### src/rtl/cordic_pkg.sv
`default_nettype none
// ============================================================================
//  Module      : cordic_pkg
//  Description : Shared Q1.14 constants, FSM state encoding, stage mode bits
//                and the WL-bit saturation helper for the linear CORDIC
//                multiplier/divider family.
//  Revision    : 1.0 - initial release
// ============================================================================
package cordic_pkg;

    // Q1.14 number format
    localparam int             WL      = 16;
    localparam int             FL      = 14;
    localparam logic [WL-1:0]  ONE     = 16'h4000;
    localparam logic [WL-1:0]  SAT_MAX = 16'h7FFF;
    localparam logic [WL-1:0]  SAT_MIN = 16'h8000;

    // Sequencer states
    localparam logic [1:0]     IDLE    = 2'd0;
    localparam logic [1:0]     CALC    = 2'd1;
    localparam logic [1:0]     DONE    = 2'd2;

    // Linear stage direction policy
    localparam logic           MODE_ROT = 1'b0;  // drive z toward zero (multiply)
    localparam logic           MODE_VEC = 1'b1;  // drive y toward zero (divide)

    // Clamp a WL+1-bit signed value into WL bits: overflow shows up as the
    // top two bits disagreeing.
    function automatic logic [WL-1:0] sat_wl(input logic signed [WL:0] v);
        logic [WL-1:0] r;
        if (v[WL] != v[WL-1]) begin
            r = v[WL] ? SAT_MIN : SAT_MAX;
        end else begin
            r = v[WL-1:0];
        end
        return r;
    endfunction

endpackage : cordic_pkg
`default_nettype wire

### src/rtl/cordic_linear_stage.sv
`default_nettype none
// ============================================================================
//  Module      : cordic_linear_stage
//  Description : One combinational linear-mode CORDIC iteration. Vectoring
//                mode steers y toward zero (division); rotation mode steers
//                z toward zero (multiplication).
//  Revision    : 1.0 - initial release
// ============================================================================
module cordic_linear_stage #(
    parameter int WL = 16,
    parameter int FL = 14,
    parameter int IW = 4
) (
    input  logic signed [WL+1:0] i_x,
    input  logic signed [WL+1:0] i_y,
    input  logic signed [WL:0]   i_z,
    input  logic        [IW-1:0] i_iter,
    input  logic                 i_mode,
    output logic signed [WL+1:0] o_y,
    output logic signed [WL:0]   o_z
);
    import cordic_pkg::*;

    localparam logic signed [WL:0] c_one = (WL+1)'(1) << FL;

    logic signed [WL+1:0] w_x_sh;
    logic signed [WL:0]   w_one_sh;
    logic                 w_sub;

    // Shifted operands and the direction decision for this iteration
    always_comb begin
        w_x_sh   = i_x >>> i_iter;
        w_one_sh = c_one >>> i_iter;
        // y == 0 has a clear sign bit and therefore counts as non-negative
        if (i_mode == MODE_VEC) begin
            w_sub = (i_y[WL+1] == i_x[WL+1]);
        end else begin
            w_sub = i_z[WL];
        end
    end

    // Apply the micro-step in the chosen direction
    always_comb begin
        o_y = i_y;
        o_z = i_z;
        if (w_sub) begin
            o_y = i_y - w_x_sh;
            o_z = i_z + w_one_sh;
        end else begin
            o_y = i_y + w_x_sh;
            o_z = i_z - w_one_sh;
        end
    end

endmodule : cordic_linear_stage
`default_nettype wire

### src/rtl/cordic_divide.sv
`default_nettype none
// ============================================================================
//  Module      : cordic_divide
//  Description : Q1.14 divider, quot = num / den, using iterative linear
//                vectoring CORDIC (shift/add only). Flags divide-by-zero and
//                |quotient| >= 2 and returns a saturated result for either.
//                Constant latency of N_ITER+1 cycles from accept to done.
//  Revision    : 1.0 - initial release
// ============================================================================
module cordic_divide #(
    parameter int WL     = 16,
    parameter int FL     = 14,
    parameter int N_ITER = 15
) (
    input  logic                 clk,
    input  logic                 rst,
    input  logic                 start,
    input  logic signed [WL-1:0] num,
    input  logic signed [WL-1:0] den,
    output logic signed [WL-1:0] quot,
    output logic                 done,
    output logic                 busy,
    output logic                 dz,
    output logic                 ovf
);
    import cordic_pkg::*;

    localparam int           IW     = (N_ITER > 1) ? $clog2(N_ITER) : 1;
    localparam logic [IW-1:0] c_last = IW'(N_ITER - 1);

    logic [1:0]           r_state;
    logic [IW-1:0]        r_iter;
    logic signed [WL+1:0] r_x;
    logic signed [WL+1:0] r_y;
    logic signed [WL:0]   r_z;
    logic                 r_dz;
    logic                 r_ovf;
    logic                 r_neg;

    logic signed [WL+1:0] w_num_ext;
    logic signed [WL+1:0] w_den_ext;
    logic        [WL+1:0] w_abs_num;
    logic        [WL+1:0] w_abs_den;
    logic                 w_dz;
    logic                 w_ovf;
    logic signed [WL+1:0] w_y_next;
    logic signed [WL:0]   w_z_next;

    // Operand extension and range/zero checks evaluated at accept time;
    // WL+2 bits hold both |-2.0| and 2*|den| without wrapping
    always_comb begin
        w_num_ext = {{2{num[WL-1]}}, num};
        w_den_ext = {{2{den[WL-1]}}, den};
        w_abs_num = w_num_ext[WL+1] ? (~w_num_ext + 1'b1) : w_num_ext;
        w_abs_den = w_den_ext[WL+1] ? (~w_den_ext + 1'b1) : w_den_ext;
        w_dz      = (den == '0);
        w_ovf     = !w_dz && (w_abs_num >= (w_abs_den << 1));
    end

    cordic_linear_stage #(
        .WL (WL),
        .FL (FL),
        .IW (IW)
    ) u_stage (
        .i_x    (r_x),
        .i_y    (r_y),
        .i_z    (r_z),
        .i_iter (r_iter),
        .i_mode (MODE_VEC),
        .o_y    (w_y_next),
        .o_z    (w_z_next)
    );

    // Sequencer, datapath registers and registered outputs
    always_ff @(posedge clk) begin
        if (rst) begin
            r_state <= IDLE;
            r_iter  <= '0;
            r_x     <= '0;
            r_y     <= '0;
            r_z     <= '0;
            r_dz    <= 1'b0;
            r_ovf   <= 1'b0;
            r_neg   <= 1'b0;
            quot    <= '0;
            done    <= 1'b0;
            busy    <= 1'b0;
            dz      <= 1'b0;
            ovf     <= 1'b0;
        end else begin
            done <= 1'b0;
            case (r_state)
                IDLE: begin
                    busy <= 1'b0;
                    if (start) begin
                        r_x     <= w_den_ext;
                        r_y     <= w_num_ext;
                        r_z     <= '0;
                        r_iter  <= '0;
                        r_dz    <= w_dz;
                        r_ovf   <= w_ovf;
                        // num = 0 and den = 0 both count as positive here
                        r_neg   <= num[WL-1] ^ den[WL-1];
                        busy    <= 1'b1;
                        r_state <= CALC;
                    end
                end
                CALC: begin
                    // Iterations run even for flagged operands so latency
                    // never depends on the data
                    r_y    <= w_y_next;
                    r_z    <= w_z_next;
                    r_iter <= r_iter + 1'b1;
                    if (r_iter == c_last) begin
                        r_state <= DONE;
                    end
                end
                DONE: begin
                    if (r_dz || r_ovf) begin
                        quot <= r_neg ? SAT_MIN : SAT_MAX;
                    end else begin
                        quot <= sat_wl(r_z);
                    end
                    dz      <= r_dz;
                    ovf     <= r_ovf;
                    done    <= 1'b1;
                    r_state <= IDLE;
                end
                default: begin
                    r_state <= IDLE;
                end
            endcase
        end
    end

endmodule : cordic_divide
`default_nettype wire

### config.mk
export PLATFORM = sky130hd
export DESIGN_NAME = cordic_divide
export DESIGN_NICKNAME = d
export VERILOG_FILES = /design/src/rtl/cordic_pkg.sv /design/src/rtl/cordic_linear_stage.sv /design/src/rtl/cordic_divide.sv
export SDC_FILE = /design/constraint.sdc
export NUM_CORES = 1
export LEC_CHECK = 0
export ABC_AREA = 0
export CAP_MARGIN = 40
export CORE_ASPECT_RATIO = 1.5
export CORE_UTILIZATION = 40
export CTS_CLUSTER_DIAMETER = 50
export DETAILED_ROUTE_END_ITERATION = 16
export PLACE_DENSITY = 0.57
export RECOVER_POWER = 25
export SLEW_MARGIN = 5
export SYNTH_ARGS = -nofsm -noshare
export SYNTH_HDL_FRONTEND = slang
export SYNTH_SLANG_ARGS = --single-unit
### constraint.sdc
create_clock -name clk -period 4.65 [get_ports clk]
set_input_delay 0.93 -clock clk [delete_from_list [all_inputs] [get_ports clk]]
set_output_delay 0.93 -clock clk [all_outputs]
set_load 0.005 [all_outputs]
# Yosys cells after proc, flatten, opt, wreduce, memory -nomap -nowiden
# Cells that the tools add are included.
[classes] add_sub_neg=7 magnitude_cmp=1 eq_ne=7 n_shift=2 mux=19 n_bitwise=3 n_reduce_logical=9
[op_table] op="$mux 16" n=4
[op_table] op="$mux 18" n=3
[op_table] op="$mux 17" n=3
[op_table] op="$pmux 18 s2" n=1
[op_table] op="$pmux 17 s2" n=1
[op_table] op="$add 18x1->18 const B" n=1
[op_table] op="$add 18x18->18" n=1
[op_table] op="$ge 18x18->1" n=1
[op_table] op="$not 18->18" n=1
[op_table] op="$sshr 16x4->18" n=1
[op_table] op="$sub 18x18->18" n=1
[op_table] op="$add 17x1->17 const B" n=1
[op_table] op="$add 17x17->17" n=1
[op_table] op="$not 17->17" n=1
[op_table] op="$sshr 16x4->17 const A" n=1
[op_table] op="$sub 17x17->17" n=1
[op_table] op="$logic_not 16->1" n=1
[op_table] op="$pmux 4 s2" n=1
[op_table] op="$reduce_and 2->1" n=3
[op_table] op="$add 4x1->4 const B" n=1
[op_table] op="$eq 4x4->1 const B" n=1
[op_table] op="$mux 2" n=2
[op_table] op="$mux 4" n=1
[op_table] op="$ne 2x2->1 const B" n=2
[op_table] op="other kinds (12)" n=13
[totals] register_bits=80 in_bits=35 out_inout_bits=20 wordCells=61

# Longest topological paths before layout
[depth] word_depth=5 mapped_depth=21 ltp_nobuf=18

# Hierarchy
# A second synthesis with hierarchy kept.
[unflattened] hier_cells=928 hier_area_um2=7329.5
[by_module_without_submodules] module="cordic_divide" instances=1 cells_per_inst=472 area_per_inst_um2=3885.0
[by_module_without_submodules] module="cordic_linear_stage" instances=1 cells_per_inst=456 area_per_inst_um2=3444.6

# Worst setup path after synthesis
# Ideal clock, no wire load.
[synth_timing] path_type="register to register" start="register r_iter[3]" end="register r_z[16]" arrival_ns=4.227 required_time_ns=4.580 slack_ns=0.353 path_stages_with_launch=20 period_less_slack_ns=4.297 cell_sequence="dfxtp_1 -> buf_2 -> buf_2 -> buf_4 -> clkbuf_1 -> clkbuf_1 -> nand3_1 -> ha_1 -> o21ai_1 -> inv_1 -> a21oi_1 -> a21oi_1 -> o21ai_0 -> ha_1 -> and2_1 -> o21ai_0 -> a31oi_1 -> a221o_1 -> o32a_1 -> a21oi_1"
[synth_via] elab_chain_cells=4 word_cells_on_any_way=5 classes_between="add/sub (2); shift (1); mux (2)"
[synth_lines] element="start, declared" line_no="cordic_divide.sv:32" rtl="logic [IW-1:0] r_iter;"
[synth_lines] element="start signal, assigned" line_no="cordic_divide.sv:113" rtl="r_iter <= r_iter + 1'b1;"
[synth_lines] element="$sshr 16x4->17 *" line_no="cordic_linear_stage.sv:33" rtl="w_one_sh = c_one >>> i_iter;"
[synth_lines] element="$sub 17x17->17 / $add 17x17->17 (equally long branches)" line_no="cordic_linear_stage.sv:51, cordic_linear_stage.sv:48"
[synth_lines] element="$mux 17 *" line_no="cordic_linear_stage.sv:46" rtl="if (w_sub) begin"
[synth_lines] element="$pmux 17 s2 *" line_no="cordic_divide.sv:92" rtl="case (r_state)"
[synth_lines] element="end signal, assigned" line_no="cordic_divide.sv:112" rtl="r_z <= w_z_next;"
[synth_lines] element="end, declared" line_no="cordic_divide.sv:35" rtl="logic signed [WL:0] r_z;"
# Mark *: on every way between the ends. The rest lies on a longest branch, timed or not.
# A chain may end at the register's enable or synchronous reset.

# Worst setup path in the final report
[layout_timing] start="register r_iter[1]" end="register r_y[17]"
[layout_via] elab_chain_cells=4 word_cells_on_any_way=5 classes_between="add/sub (2); shift (1); mux (2)"
[layout_lines] element="$sshr 16x4->18 *" line_no="cordic_linear_stage.sv:32" rtl="w_x_sh = i_x >>> i_iter;"
[layout_lines] element="$add 18x18->18 / $sub 18x18->18 (equally long branches)" line_no="cordic_linear_stage.sv:50, cordic_linear_stage.sv:47"
[layout_lines] element="$mux 18 *" line_no="cordic_linear_stage.sv:46"
[layout_lines] element="$pmux 18 s2 *" line_no="cordic_divide.sv:92"
[layout_lines] element="end signal, assigned" line_no="cordic_divide.sv:97" rtl="r_y <= w_num_ext;"
[layout_lines] element="end signal, assigned" line_no="cordic_divide.sv:111" rtl="r_y <= w_y_next;"
[layout_lines] element="end, declared" line_no="cordic_divide.sv:34" rtl="logic signed [WL+1:0] r_y;"
# Marked as above.

==> results.sh <==
export IMPL_outcome="complete, but fails checks"
export IMPL_failed_checks="capacitance limit, slew limit"
export IMPL_routed_wl_um=21690
export IMPL_grt_pass1_wl_um=35330
export IMPL_synth_distinct_cells=70
export IMPL_multi_input_area_um2=5279
export IMPL_fmax_mhz=234.3
export IMPL_start_util_pct=41.30
export IMPL_fp_dieH_um=166.6
export IMPL_met3_length_um=618
export IMPL_drc=0
export IMPL_grt_use_total_pct=23.80
export IMPL_area_growth_pct=15.91
export IMPL_holdBufCountCts=0
export IMPL_synthFlopType="dfxtp_1"
export IMPL_die_x_um=111.7
export IMPL_seq_area_frac_synth_pct=22.16
export IMPL_overflow=0
export IMPL_post_route_util_pct=47.87
export IMPL_cts_root_buffer="clkbuf_16"
export IMPL_synth_area_leaders="dfxtp_1 22%, ha_1 11%, a21oi_1 8.7%"
export IMPL_routedWlPerCell_um=17.79
export IMPL_ys_ff_latch=80
export IMPL_end_kind="register"
export IMPL_finalHoldViolCount=0
export IMPL_synth_edf_count=0
export IMPL_clkTransAtPathRegs_ns=0.07
export IMPL_synthArstFlopShare_pct=0
export IMPL_htreeDepth=3
export IMPL_top_layer_used="met4"
export IMPL_p_leak_nw=3.268
export IMPL_setup_tns_ns=0
export IMPL_p_per_area_nw_per_um2=329.1
export IMPL_max_slew_margin_rel_pct=-52.86
export IMPL_gp_congestion=0.8670
export IMPL_antenna_found_initial=0
export IMPL_cap_violations=1
export IMPL_numClockSinks=80
export IMPL_pin_count=55
export IMPL_synthCells=967
export IMPL_vias=7131
export IMPL_grt_setup_unrepaired="false"
export IMPL_rows=59
export IMPL_numCtsBuffers=9
export IMPL_start_kind="register"
export IMPL_num_fill_cells=1793
export IMPL_critical_path_max_fanout=5
export IMPL_critPathKind="reg -> reg"
export IMPL_syn_area_per_cell_um2=7.472
export IMPL_antenna_left=0
export IMPL_cts_tree="done"
export IMPL_wl_met1_um=8597
export IMPL_maxSlewViolCount=47
export IMPL_ys_warnings_count=0
export IMPL_cts_buffer_depth=2
export IMPL_diodes=0
export IMPL_grt_pass1_vias=6981
export IMPL_ir_drop_uv=268.9
export IMPL_hold_class="reg -> reg"
export IMPL_fin_crit_sh_pct=91.78
export IMPL_period_minus_slack_ns=4.268
export IMPL_io_buffers=54
export IMPL_tightest_slew_ns=2.293
export IMPL_yosysTopAreaCell="dfxtp_1"
export IMPL_crit_required_ns=4.92
export IMPL_nNetsFinal=1100
export IMPL_synth_top_area_share_pct=22.16
export IMPL_regArea_um2=1602
export IMPL_hpwl_um=16590
export IMPL_setup_viol=0
export IMPL_synth_area_um2=7226
export IMPL_core_area_um2=17500
export IMPL_finalClockSkew_ns=0.01073
export IMPL_dr_wl_met2_um=11540
export IMPL_dieArea_um2=18620
export IMPL_grt_max_degree=47
export IMPL_routed_via_density=5.850
export IMPL_clk_latency_ns=0.35
export IMPL_arrival_ns=4.54
export IMPL_drt_first_iter_violations=492
export IMPL_drive_gt1_share_pct=7.753
export IMPL_drt_pass1_iter_count=5
-- worst max-delay path, stage by stage (launching register included) --
cell      delay (ns)
dfxtp_1         0.44
mux4_2          0.53
and2_1          0.18
a21o_1          0.14
o21ai_0         0.21
ha_1            0.22
nor2b_1         0.18
nand2_1         0.08
o21ai_0         0.19
xor2_1          0.11
ha_1            0.25
or3_1           0.45
o22ai_2         0.19
a211oi_1        0.10
o31a_1          0.32
nor2_1          0.10
o31ai_1         0.09
or3_1           0.30
o211ai_1        0.09
-- final timing paths --
kind | slack [ns] | endpoint | startpoint | depth (start not counted)
setup / recovery | 0.38 | r_y[17]$_SDFFE_PP0P_ | r_iter[1]$_SDFFE_PP0P_ | 18
hold reg to reg | 0.47 | r_x[1]$_SDFFE_PP0P_ | r_x[1]$_SDFFE_PP0P_ | 2
hold / removal | 0.47 | r_x[1]$_SDFFE_PP0P_ | r_x[1]$_SDFFE_PP0P_ | 2
setup reg to reg | 0.38 | r_y[17]$_SDFFE_PP0P_ | r_iter[1]$_SDFFE_PP0P_ | 18
-- final cells by class --
| type | count | share of cell area, % |
|---|---|---|
| tap | 213 | 3.182 |
| multi-input combinational | 800 | 63.03 |
| clock buffer | 9 | 2.689 |
| inverter | 24 | 1.076 |
| clock inverter | 7 | 1.300 |
| sequential | 80 | 19.12 |
| timing repair buffer | 86 | 9.606 |
-- power by group --
| group | switching [W] | internal, W |
|---|---|---|
| combinational | 0.000646 | 0.000509 |
| sequential | 0.0000456 | 0.000735 |
| clock | 0.000337 | 0.000483 |
-- stage by stage --
stage,instance area (µm²),hold slack [ns],setup WS (ns),std cells,total power (W)
detailed placement,8040,0.4613,0.3452,1203,0.001933
CTS,8374,0.4699,0.3186,1219,0.002765
floorplan,7229,0.4334,0.3529,968,0.001654
finish,8376,0.4721,0.3821,1219,0.002757
global route,8376,0.5009,0.01352,1219,0.002944
global placement,7969,0.4554,0.3924,1198,0.001925
-- synthesized netlist by cell type, drive strengths merged, types with 13 or more instances --
cell    number
a21oi      125
a22oi       17
buf         17
clkbuf      47
dfxtp       80
ha          62
inv         24
mux4        14
nand2      128
nand2b      15
nand3       31
nor2        90
nor3        23
o21a        13
o21ai       56
xnor2       41
xor2        25
-- flip-flops by register name, summed over array words and instances, names as in the netlist, 2 cells and up --
name and flops:
r_state 2, r_y 18, quot 16, r_z 17, r_iter 4, r_x 16
-- per-layer routing --
layer,vias up,track usage [%]
li1,3551,-
met1,3355,25.70
met2,178,44.80
met3,47,3.020
met4,0,11.93
met5,-,0
-- cell families after synthesis --
logic type	after synthesis	synth area share [%]
simple gates	341	21.63
compound gates	299	25.52
buf+inv	88	5.091
flops	80	22.16
xor+xnor	66	8.000
fa+ha+maj	64	11.29
mux	27	6.199
other cells	2	0.1039
-- cell usage in the layout (no fill, tap or decap), drive strengths merged, types with 4 or more instances in the layout --
master         count
and2               7
nand2b            15
o41ai              7
or3               12
xnor2             41
o21a              13
nand3             31
nor4               6
mux4              14
or2                4
dfxtp             80
a211oi             8
o21ai             56
inv               28
nand2            128
nor2              90
xor2              25
o31ai             11
o22ai              8
dlygate4sd3       18
a21o               8
buf               31
clkdlybuf4s50     35
a22oi             17
nor3              23
nor2b              7
clkbuf            11
and3               6
a21oi            125
mux2i             11
a31oi              9
o211ai             8
ha                62
-- what timing repair did --
item / in CTS / in global routing
endpoints found under the setup margin: 0 / 3
resized for setup: 0 / 2
endpoints found under the hold margin: 0 / 0
buffers inserted: 0 / 0
Power figures use the tool's default switching activity.
